===== config.mk =====
export PLATFORM = sky130hd
export DESIGN_NAME = music_player_flat
export DESIGN_NICKNAME = d
export VERILOG_FILES = /design/src/rtl/music_player_if.sv /design/src/rtl/music_player.sv /design/src/flat_wrapper.sv
export SDC_FILE = /design/constraint.sdc
export NUM_CORES = 1
export LEC_CHECK = 0
export ABC_AREA = 0
export CAP_MARGIN = 10
export CELL_PAD_IN_SITES_DETAIL_PLACEMENT = 1
export CELL_PAD_IN_SITES_GLOBAL_PLACEMENT = 2
export CORE_ASPECT_RATIO = 0.6
export CORE_UTILIZATION = 30
export CTS_CLUSTER_DIAMETER = 200
export CTS_CLUSTER_SIZE = 25
export DETAILED_ROUTE_END_ITERATION = 10
export MAX_ROUTING_LAYER = met4
export PLACE_DENSITY = 0.65
export RECOVER_POWER = 50
export SYNTH_ARGS = -nofsm -noshare
export SYNTH_HDL_FRONTEND = slang
export SYNTH_SLANG_ARGS = --single-unit
export TNS_END_PERCENT = 1

===== constraint.sdc =====
create_clock -name clk -period 6.93 [get_ports clk]
set_clock_uncertainty 0.2 [all_clocks]
set_input_delay 0.693 -clock clk [delete_from_list [all_inputs] [get_ports clk]]
set_output_delay 0.693 -clock clk [all_outputs]
set_load 0.01 [all_outputs]

===== src/rtl/music_player_if.sv =====
// Signal bundle between the music sequencer, its control source and the note ROM.
// The slave modport is the sequencer's view; master is the driving environment.
interface music_player_if #(
    parameter int unsigned NOTE_W = 33,
    parameter int unsigned ADDR_W = 7
);
    logic              start;
    logic              stop;
    logic              pause;
    logic              loop_en;
    logic [NOTE_W-1:0] note_in;
    logic [ADDR_W-1:0] addr;
    logic              beep;
    logic              playing;
    logic              done;

    modport master (
        output start, stop, pause, loop_en, note_in,
        input  addr, beep, playing, done
    );

    modport slave (
        input  start, stop, pause, loop_en, note_in,
        output addr, beep, playing, done
    );
endinterface


===== src/rtl/music_player.sv =====
// Beat-rate ROM sequencer with square-wave tone generator for background music.
// Each note slot is FETCH, LATCH, then BEAT_CYCLES of PLAY.
module music_player #(
    parameter int unsigned NOTE_W      = 33,
    parameter int unsigned ADDR_W      = 7,
    parameter int unsigned LAST_ADDR   = 127,
    parameter int unsigned BEAT_CYCLES = 6250000,
    parameter int unsigned REST_CODE   = 2500
) (
    input logic             clk,
    input logic             rst_n,
    music_player_if.slave   bus
);
    localparam int unsigned BEAT_W = $clog2(BEAT_CYCLES + 1);
    localparam int unsigned TONE_W = NOTE_W - 1;

    typedef enum logic [2:0] {StIdle, StFetch, StLatch, StPlay, StDone} state_e;

    state_e              state_q, state_d;
    logic [ADDR_W-1:0]   addr_q, addr_d;
    logic                beep_q, beep_d;
    logic [NOTE_W-1:0]   note_q, note_d;
    logic [BEAT_W-1:0]   beat_q, beat_d;
    logic [TONE_W-1:0]   tone_q, tone_d;

    logic [TONE_W-1:0]   half;
    logic                silent;
    logic                beat_end;
    logic                at_last;

    assign half     = note_q[NOTE_W-1:1];
    assign silent   = (note_q == NOTE_W'(REST_CODE)) || (note_q < NOTE_W'(2));
    assign beat_end = (beat_q == BEAT_W'(BEAT_CYCLES - 1));
    assign at_last  = (addr_q == ADDR_W'(LAST_ADDR));

    always_comb begin
        state_d = state_q;
        addr_d  = addr_q;
        beep_d  = 1'b0;
        note_d  = note_q;
        beat_d  = beat_q;
        tone_d  = tone_q;
        if (bus.stop) begin
            state_d = StIdle;
            addr_d  = '0;
            beat_d  = '0;
            tone_d  = '0;
        end else begin
            unique case (state_q)
                StIdle, StDone: begin
                    if (bus.start) begin
                        state_d = StFetch;
                        addr_d  = '0;
                    end
                end
                StFetch: state_d = StLatch;
                StLatch: begin
                    note_d  = bus.note_in;
                    beat_d  = '0;
                    tone_d  = '0;
                    state_d = StPlay;
                end
                StPlay: begin
                    // Paused: counters hold and beep falls back to its default of 0.
                    if (!bus.pause) begin
                        beat_d = beat_q + BEAT_W'(1);
                        if (!silent) begin
                            beep_d = beep_q;
                            if (tone_q == half - TONE_W'(1)) begin
                                beep_d = ~beep_q;
                                tone_d = '0;
                            end else begin
                                tone_d = tone_q + TONE_W'(1);
                            end
                        end
                        if (beat_end) begin
                            beep_d = 1'b0;
                            beat_d = '0;
                            if (!at_last) begin
                                addr_d  = addr_q + ADDR_W'(1);
                                state_d = StFetch;
                            end else if (bus.loop_en) begin
                                addr_d  = '0;
                                state_d = StFetch;
                            end else begin
                                state_d = StDone;
                            end
                        end
                    end
                end
                default: state_d = StIdle;
            endcase
        end
    end

    always_ff @(posedge clk or negedge rst_n) begin
        if (!rst_n) begin
            state_q <= StIdle;
            addr_q  <= '0;
            beep_q  <= 1'b0;
            note_q  <= '0;
            beat_q  <= '0;
            tone_q  <= '0;
        end else begin
            state_q <= state_d;
            addr_q  <= addr_d;
            beep_q  <= beep_d;
            note_q  <= note_d;
            beat_q  <= beat_d;
            tone_q  <= tone_d;
        end
    end

    assign bus.addr    = addr_q;
    assign bus.beep    = beep_q;
    assign bus.playing = (state_q == StFetch) || (state_q == StLatch) || (state_q == StPlay);
    assign bus.done    = (state_q == StDone);
endmodule


===== src/flat_wrapper.sv =====
// flat-port wrapper written by rule: the top's interface ports become plain ports
module music_player_flat 
#(
    parameter int unsigned NOTE_W      = 33,
    parameter int unsigned ADDR_W      = 7,
    parameter int unsigned LAST_ADDR   = 127,
    parameter int unsigned BEAT_CYCLES = 6250000,
    parameter int unsigned REST_CODE   = 2500
)
  (clk, rst_n, bus_start, bus_stop, bus_pause, bus_loop_en, bus_note_in, bus_addr, bus_beep, bus_playing, bus_done);
  music_player_if #(.NOTE_W(NOTE_W), .ADDR_W(ADDR_W)) bus_i ();
  input logic clk;
  input logic rst_n;
  input wire logic [$bits(bus_i.start)-1:0] bus_start;
  input wire logic [$bits(bus_i.stop)-1:0] bus_stop;
  input wire logic [$bits(bus_i.pause)-1:0] bus_pause;
  input wire logic [$bits(bus_i.loop_en)-1:0] bus_loop_en;
  input wire logic [$bits(bus_i.note_in)-1:0] bus_note_in;
  output wire logic [$bits(bus_i.addr)-1:0] bus_addr;
  output wire logic [$bits(bus_i.beep)-1:0] bus_beep;
  output wire logic [$bits(bus_i.playing)-1:0] bus_playing;
  output wire logic [$bits(bus_i.done)-1:0] bus_done;
  assign bus_i.start = bus_start;
  assign bus_i.stop = bus_stop;
  assign bus_i.pause = bus_pause;
  assign bus_i.loop_en = bus_loop_en;
  assign bus_i.note_in = bus_note_in;
  assign bus_addr = bus_i.addr;
  assign bus_beep = bus_i.beep;
  assign bus_playing = bus_i.playing;
  assign bus_done = bus_i.done;
  music_player #(.NOTE_W(NOTE_W), .ADDR_W(ADDR_W), .LAST_ADDR(LAST_ADDR), .BEAT_CYCLES(BEAT_CYCLES), .REST_CODE(REST_CODE)) u_core (.clk(clk), .rst_n(rst_n), .bus(bus_i));
endmodule

======== Word level (Yosys, flattened, before mapping) ========
Cells that the tools add are included.
word-level totals
  input bits .............................. 39
  register bits after elaboration ......... 99
  word-level logic and storage cells ...... 68
  output and inout bits ................... 10
cells by class
  mux-type cells .......................... 29
  bitwise operators ....................... 2
  add/subtract/negate cells ............... 4
  reductions and logical operators ........ 12
  $lt $le $gt $ge ......................... 1
  eq/ne operators ......................... 14
operators by type and width
  operator                                                               number
  32-bit two-way mux                                                     4
  23-bit two-way mux                                                     3
  32-bit case mux with 2 select lines                                    1
  23-bit case mux with 2 select lines                                    1
  7-bit two-way mux                                                      6
  33-bit by 12-bit == test with 1-bit output, second input constant      1
  33-bit by 2-bit < comparator with 1-bit output, second input constant  1
  32-bit by 1-bit adder with 32-bit output, second input constant        1
  32-bit == test                                                         1
  32-bit by 1-bit subtractor with 32-bit output, second input constant   1
  23-bit by 1-bit adder with 23-bit output, second input constant        1
  23-bit == test, second input constant                                  1
  3-bit two-way mux                                                      6
  7-bit case mux with 2 select lines                                     1
  3-bit case mux with 4 select lines                                     1
  3-bit != test, second input constant                                   3
  7-bit by 1-bit adder with 7-bit output, second input constant          1
  7-bit == test, second input constant                                   1
  3-bit by 2-bit == test with 1-bit output, second input constant        2
  1-bit two-way mux                                                      6
  6-bit by 3-bit != test with 1-bit output, second input constant        1
  3-bit AND reduction                                                    2
  3-bit nonzero test                                                     2
  5-bit AND reduction                                                    1
  9 further kinds                                                        13

======== Logic depth before layout (Yosys ltp) ========
Gate-level depths: netlist of run 1.
  depth in word-level cells ............... 8
  mapped depth ............................ 12
  mapped depth without buffers ............ 10

======== Least setup slack after synthesis of run 1 ========
Ideal clock, no wire load.
  path type ............................... reg-to-reg
  start ................................... register u_core.note_q[1]
  end ..................................... register u_core.tone_q[15]
  setup time .............................. 0.128 ns
  path slack .............................. 4.107 ns
  stages on the path, launching flop included .. 13
  path buffers ............................ 2
  data required time ...................... 6.602 ns
  clock period less this slack ............ 2.823 ns
  data arrival time ....................... 2.495 ns
  cells stage by stage .................... dfrtp_1 inv_1 ha_1 nor4b_4 nand3_2 or3_1 xnor2_1 nor4b_1 nand4_1 buf_4 buf_6 a22oi_2 o31ai_1
on the way
  longest elaborated chain between the ends .. 7
  elaborated cells between the ends (all ways) .. 12
  those cells by class .................... add/sub (1); order compare (1); eq/ne (3); mux (5); reduce/logical (2)
RTL lines
  item                                           RTL line             text
  start, declared                                music_player.sv:22   logic [NOTE_W-1:0] note_q, note_d;
  start signal, assigned                         music_player.sv:108  note_q <= note_d;
  32-bit by 1-bit subtractor with 32-bit output  music_player.sv:69   if (tone_q == half - TONE_W'(1)) begin
  32-bit == test                                 music_player.sv:69
  32-bit two-way mux                             music_player.sv:69
  32-bit two-way mux                             music_player.sv:67   if (!silent) begin
  32-bit two-way mux                             music_player.sv:65   if (!bus.pause) begin
  32-bit case mux with 2 select lines            music_player.sv:49   unique case (state_q)
  32-bit two-way mux                             music_player.sv:43   if (bus.stop) begin
  end signal, assigned                           music_player.sv:110  tone_q <= tone_d;
  end, declared                                  music_player.sv:24   logic [TONE_W-1:0] tone_q, tone_d;
Parallel ways exist; a longest one is shown, timed or not. The select of a mux whose other input is x is not followed.
A chain may end at the register's enable or synchronous reset.

======== Worst setup path after layout of run 1 ========
  start ................................... register u_core.note_q[1]
  end ..................................... register u_core.tone_q[11]
The elaborated chain is that of the path after synthesis.

==> results of run 1 <==
flip-flops by register name, summed over array words and instances, names as in the netlist:
| signal | count |
|---|---|
| u_core.bus.addr | 7 |
| u_core.note_q | 33 |
| u_core.tone_q | 32 |
| u_core.bus.beep | 1 |
| u_core.beat_q | 23 |
| u_core.state_q | 3 |
routing by layer:
metal	global-route usage	wire, um
met2	0.266	7740
met3	0.0383	662
met4	0.0497	215
met1	0.288	9850
met5	-	0
worst max-delay path by stage:
| stage | start | to | slack, ns | cells after the start |
|---|---|---|---|---|
| after floorplan | u_core.note_q[1]$_DFFE_PN0P_ | u_core.tone_q[15]$_DFFE_PN0P_ | 4.11 | 12 |
| after global placement | bus_stop | u_core.tone_q[11]$_DFFE_PN0P_ | 3.00 | 7 |
| after detailed placement | u_core.note_q[1]$_DFFE_PN0P_ | u_core.tone_q[11]$_DFFE_PN0P_ | 2.80 | 11 |
| after CTS | u_core.note_q[1]$_DFFE_PN0P_ | u_core.tone_q[11]$_DFFE_PN0P_ | 2.77 | 11 |
| after global routing | u_core.note_q[1]$_DFFE_PN0P_ | u_core.tone_q[13]$_DFFE_PN0P_ | 2.53 | 11 |
| final | u_core.note_q[1]$_DFFE_PN0P_ | u_core.tone_q[11]$_DFFE_PN0P_ | 2.75 | 11 |
tightest hold or removal path, stage by stage (launching register included):
cell and delay [ns]:
dfrtp_1 0.38, nand2_1 0.06, nand2_1 0.05
logic make-up (layout without fill, tap and decap cells):
| kind of cell | Yosys count | after routing | share of synthesized area |
|---|---|---|---|
| muxes | 38 | 38 | 0.0686 |
| DFF | 99 | 99 | 0.407 |
| buffers and inverters | 50 | 84 | 0.0361 |
| xor gates and xnor gates | 64 | 64 | 0.0920 |
| AOI/OAI and AO/OA | 97 | 97 | 0.107 |
| and+or+nand+nor | 320 | 320 | 0.282 |
| adders and majority gates | 4 | 4 | 0.00821 |
report_power, final:
| group | total [mW] | internal [mW] | switching (mW) |
|---|---|---|---|
| registers | 0.903 | 0.683 | 0.220 |
| clock network | 0.496 | 0.264 | 0.232 |
| logic | 0.687 | 0.325 | 0.361 |
| total | 2.09 | 1.27 | 0.813 |
layout by cell type, fill, tap and decap left out, types with 22 or more instances in the layout:
cell              n
and3_1           22
clkdlybuf4s50_1  42
dfrtp_1          99
mux2_2           30
nand2_1          75
nand3_1          44
nand4_1          28
nor2_1           57
o21ai_0          24
xnor2_1          37
xor2_1           27
final cells by class:
type / count / area share
Tap cell: 266 / 0.0470
Clock inverter: 3 / 0.00318
Timing Repair Buffer: 52 / 0.0740
Sequential cell: 99 / 0.350
Inverter: 16 / 0.00848
Multi-Input combinational cell: 523 / 0.481
Clock buffer: 13 / 0.0367
stage by stage:
| stage | utilization | std cells |
|---|---|---|
| after floorplan | - | 672 |
| after global placement | 0.348 | 955 |
| after detailed placement | 0.348 | 955 |
| after CTS | 0.363 | 971 |
| after global routing | 0.364 | 972 |
| final | 0.364 | 972 |
==> metrics.md, run 1 <==
| Metric | Value |
|---|---|
| Area contributors post-synth | dfrtp_1 (41%), mux2_2 (5.5%), xnor2_1 (5.3%) |
| First-pass GRT wire length | 30,200 um |
| DR iter-0 viols | 408 |
| Die width | 186 um |
| Fin. max-slew vios | 50 |
| Core area | 19,500 um2 |
| CTS Sinks | 99 |
| Net count after synthesis | 715 |
| Worst path arrival time | 4.22 ns |
| Tmin final | 4.18 ns |
| Max Root-Sink Buffers | 2 |
| Ys Warns | 0 |
| Dpl hpwl | 13,500 um |
| Resized Gates After CTS | 0 |
| Worst reg2reg path depth | 11 |
| Buf/Inv on CP | 2 |
| Mean post-synth cell area | 9.07 um2 |
| Status | finished, violations left |
| Vias/cell | 5.37 |
| Synth top area share | 0.407 |
| Hold_sp | u_core.beat_q[1]$_DFFE_PN0P_ |
| Vias in the first global route | 5,455 |
| I/O pin cnt | 49 |
| CP max stage delay | 0.67 ns |
| Total design power | 2.09 mW |
| Port Buffers | 48 |
| Die area | 20,900 um2 |
| Final ANT Viol Nets | 0 |
| Top-count cell post-synth | dfrtp_1 |
| Later-pin clock latency in the skew report | 0.37 ns |
| Worst Setup End Kind | register |
| Total CTS buffers | 9 |
| Starting density of the core | 0.313 |
| CP Cell Sequence | inv_1, ha_1, nor4b_4, nand3_2, nor4_1, mux2i_1, a211oi_2, nand4_1, buf_4, nand2_1, o311ai_0 |
| 1st-pass router iterations | 4 |
| Initial antenna violation count | 0 |
| Reg2reg setup slack | 2.75 ns |
| Peak supply drop | 0.111 mV |
| Cell taking the most area after synthesis | dfrtp_1 |
| Setup Slack @ Placement | 2.80 ns |
| Reg2reg start | u_core.note_q[1]$_DFFE_PN0P_ |
| Critical path class | reg2reg |
| CTS tree | built |
| Slew HR | -0.924 |
| Post-synth EDFFs | 0 |
| H-tree depth | 3 |
| Area grow syn2layout | 16.3% |
| Clock transition at the registers of the reported paths | 0.07 ns |
| Hold slack | 0.319 ns |
| Asr flop ratio synth | 1.00 |
| Final Cycle Share | 0.603 |
| Synth cell types | 60 |
| Post-CTS Setup Repair Bufs | 0 |
| Failing checks | capacitance limit, slew limit |
| Hold_buf cts | 0 |
| Final Hold Fails | 0 |
| Reg area | 2480 um2 |
| Register area share after synthesis | 0.407 |
| GP Congestion | 0.913 |
| Max Freq | 239 MHz |
| Ys flop type | dfrtp_1 |
| Finished Cell Area | 7090 um2 |
| # fillers | 2,215 |
| Wire per inst | 19.0 um |
| Max Cap Violations | 1 |
| Nets | 744 |
| Setup ws final | 2.75 ns |
| R2r endpoint | u_core.tone_q[11]$_DFFE_PN0P_ |
| Area of the multi-input gates | 3410 um2 |
| Critical path required time | 6.97 ns |
| Most frequent cells after synthesis | dfrtp_1 (99), nand2_1 (75), nor2_1 (58) |
| Startpoint types | register |
| CP delay by family, top | simple AND/OR/NAND/NOR gates |
| GRT Total Usage | 0.194 |
| Post-Syn Instances | 672 |
| Synth Register Bits | 99 |
| DRC viols | 0 |
| Pwr/cell area | 294 nW/um2 |
| Hold Crit Depth | 2 |
| Root Driver | clkbuf_16 |
| Max FO, Critical Path | 40 |
| Dpl cell area | 6780 um2 |
| Share of cells above drive strength 1 | 0.101 |
| Worst-Margin Slew | 2.89 ns |
| Hold Path End | u_core.beat_q[1]$_DFFE_PN0P_ |
| RSZ-0062 raised after global routing | no |
| Grt total ovfl | 0 |
| Hold Crit Class | reg2reg |
| Largest net degree at the start of global routing | 52 |
| Die Y | 112 um |
| Worst path slowest cell | nand2_1 |
| Setup-failing EPs final | 0 |
| Inserted Diodes | 0 |
| Post-Syn Area | 6090 um2 |
| # rows | 39 |
| Routed vias | 5,216 |
| LEAKAGE | 2.66 nW |
| Total negative slack | 0 ns |
| WL final | 18,500 um |
(Power assumes the default switching activity.)
==> run 2, diff against run 1 <==
==> constraint.sdc (replaced) <==
create_clock -name clk -period 4.15 [get_ports clk]
set_clock_uncertainty 0.2 [all_clocks]
set_input_delay 0.415 -clock clk [delete_from_list [all_inputs] [get_ports clk]]
set_output_delay 0.415 -clock clk [all_outputs]
set_load 0.01 [all_outputs]
==> metrics.md, run 2 (same netlist as run 1, synthesis figures left out) <==
| Metric | Value |
|---|---|
| Total CTS buffers | 9 (unchanged) |
| WL final | 18,400 um (was 18,500 um) |
| Critical path class | reg2reg (unchanged) |
| Largest net degree at the start of global routing | 70 (was 52) |
| Reg area | 2480 um2 (unchanged) |
| Largest Register | u_core.note_q (unchanged) |
| 1st-pass router iterations | 4 (unchanged) |
| CP delay by family, top | simple AND/OR/NAND/NOR gates (unchanged) |
| Final Cycle Share | 0.855 (was 0.603) |
| Grt total ovfl | 0 (unchanged) |
| Max Freq | 282 MHz (was 239 MHz) |
| Root Driver | clkbuf_16 (unchanged) |
| Vias/cell | 5.40 (was 5.37) |
| Area of the multi-input gates | 3410 um2 (unchanged) |
| Port Buffers | 48 (unchanged) |
| I/O pin cnt | 49 (unchanged) |
| First-pass GRT wire length | 30,600 um (was 30,200 um) |
| Die area | 20,900 um2 (unchanged) |
| GP Congestion | 0.886 (was 0.913) |
| Most frequent cells in the layout | dfrtp_1 (99), nand2_1 (75), nor2_1 (57) (unchanged) |
| Finished Cell Area | 7180 um2 (was 7090 um2) |
| CP Cell Sequence | inv_1, ha_1, nor4b_4, nand3_2, or3_1, xnor2_1, nor4b_1, nand4_1, nand2_1, buf_12, o311ai_1 (was inv_1, ha_1, nor4b_4, nand3_2, nor4_1, mux2i_1, a211oi_2, nand4_1, buf_4, nand2_1, o311ai_0) |
| CTS Sinks | 99 (unchanged) |
| Hold slack | 0.307 ns (was 0.319 ns) |
| CTS tree | built (unchanged) |
| Worst path slowest cell | dfrtp_1 (was nand2_1) |
| Final Hold Fails | 0 (unchanged) |
| Area grow syn2layout | 17.9% (was 16.3%) |
| Worst Setup End Kind | register (unchanged) |
| Buf/Inv on CP | 2 (unchanged) |
| Failing checks | capacitance limit, slew limit (unchanged) |
| Max Root-Sink Buffers | 2 (unchanged) |
| Max FO, Critical Path | 16 (was 40) |
| Worst-Margin Slew | 1.87 ns (was 2.89 ns) |
| Routed vias | 5,266 (was 5,216) |
| Core Util, Final | 0.369 (was 0.364) |
| Share of cells above drive strength 1 | 0.108 (was 0.101) |
| Resized Gates After CTS | 0 (unchanged) |
| Startpoint types | register (unchanged) |
| Nets | 748 (was 744) |
| Core area | 19,500 um2 (unchanged) |
| Die Y | 112 um (unchanged) |
| Dpl hpwl | 13,400 um (was 13,500 um) |
| Fin. max-slew vios | 102 (was 50) |
| Initial antenna violation count | 0 (unchanged) |
| Final ANT Viol Nets | 0 (unchanged) |
| Later-pin clock latency in the skew report | 0.37 ns (about the same) |
| GRT Total Usage | 0.197 (was 0.194) |
| LEAKAGE | 2.71 nW (was 2.66 nW) |
| Hold_buf cts | 0 (unchanged) |
| Setup-failing EPs final | 0 (unchanged) |
| Tmin final | 3.55 ns (was 4.18 ns) |
| Post-CTS Setup Repair Bufs | 0 (unchanged) |
| Largest registers | u_core.note_q (33), u_core.tone_q (32), u_core.beat_q (23) (unchanged) |
| Slew HR | -0.245 (was -0.924) |
| DR iter-0 viols | 297 (was 408) |
| Clock transition at the registers of the reported paths | 0.07 ns (about the same) |
| Dpl cell area | 6830 um2 (was 6780 um2) |
| Max FFs per register | 33 (unchanged) |
| DRC viols | 0 (unchanged) |
| # fillers | 2,256 (was 2,215) |
| RSZ-0062 raised after global routing | no (unchanged) |
| Vias in the first global route | 5,497 (was 5,455) |
| H-tree depth | 3 (unchanged) |
| Inserted Diodes | 0 (unchanged) |
| Wire per inst | 18.9 um (was 19.0 um) |
| Peak supply drop | 0.219 mV (was 0.111 mV) |
| Worst path arrival time | 3.57 ns (was 4.22 ns) |
| Critical path required time | 4.18 ns (was 6.97 ns) |
| # rows | 39 (unchanged) |
| Starting density of the core | 0.313 (unchanged) |
| CP max stage delay | 0.43 ns (was 0.67 ns) |
| Status | finished, violations left (unchanged) |
| Hold Crit Class | reg2reg (unchanged) |
| Pwr/cell area | 513 nW/um2 (was 294 nW/um2) |
| Most common cell after layout, fill and taps aside | dfrtp_1 (unchanged) |
| Max Cap Violations | 2 (was 1) |
| Total negative slack | 0 ns (unchanged) |
| Die width | 186 um (unchanged) |
-- run 2: cell count changes in the layout (fill, tap and decap cells not counted), sizes merged --
cell / before / now
buf: 4 / 7
bufinv: 0 / 3
clkbuf: 14 / 13
clkinv: 3 / 1
inv: 16 / 17
-- run 2: layout make-up --
| type | instances | area share |
|---|---|---|
| clock buffer | 11 | 0.0352 |
| clock inverter | 5 | 0.0150 |
| inverter | 16 | 0.00836 |
| multi-input combinational | 523 | 0.474 |
| sequential | 99 | 0.345 |
| tap | 266 | 0.0463 |
| timing repair buffer | 56 | 0.0758 |
-- run 2: path summary, 6_finish.rpt --
check | depth (start not counted) | to | start | slack [ns]
min | 2 | u_core.beat_q[1]$_DFFE_PN0P_ | u_core.beat_q[1]$_DFFE_PN0P_ | 0.31
min in group asynchronous | 1 | u_core.tone_q[5]$_DFFE_PN0P_ | rst_n | 0.35
min reg2reg | 2 | u_core.beat_q[1]$_DFFE_PN0P_ | u_core.beat_q[1]$_DFFE_PN0P_ | 0.31
max | 11 | u_core.tone_q[27]$_DFFE_PN0P_ | u_core.note_q[2]$_DFFE_PN0P_ | 0.60
max reg2reg | 11 | u_core.tone_q[27]$_DFFE_PN0P_ | u_core.note_q[2]$_DFFE_PN0P_ | 0.60
max in group asynchronous | 2 | u_core.beat_q[12]$_DFFE_PN0P_ | rst_n | 0.98
-- run 2: power by group --
group	switching, mW	total (mW)	leakage [nW]	internal [mW]
clock network	0.408	1.03	0.176	0.626
logic	0.611	1.15	1.22	0.539
registers	0.361	1.50	1.31	1.14
-- run 2: worst reg2reg max path, cell delays in order (launching register included) --
cell and delay, ns:
dfrtp_1 0.43, inv_1 0.14, ha_1 0.28, nor4b_4 0.31, nand3_2 0.23, or3_1 0.39
xnor2_1 0.15, nor4b_1 0.31, nand4_1 0.26, nand2_1 0.39, buf_12 0.21, o311ai_1 0.11
-- run 2: through the flow --
step / instances / total power [mW] / setup WS (ns)
final: 976 / 3.69 / 0.603
after CTS: 976 / 3.73 / 0.591
after global routing: 976 / 3.92 / 0.309
after floorplan: 672 / 2.28 / 1.33
after detailed placement: 960 / 2.67 / 0.612
after global placement: 960 / 2.65 / 0.622
-- run 2: layer usage --
metal  GRT usage  vias to the layer above  routed length, um
li1            -                     2514                  -
met1       0.293                     2633               9930
met2       0.269                      106               7420
met3      0.0376                       13                861
met4      0.0481                        0                223
met5           -                        -                  0
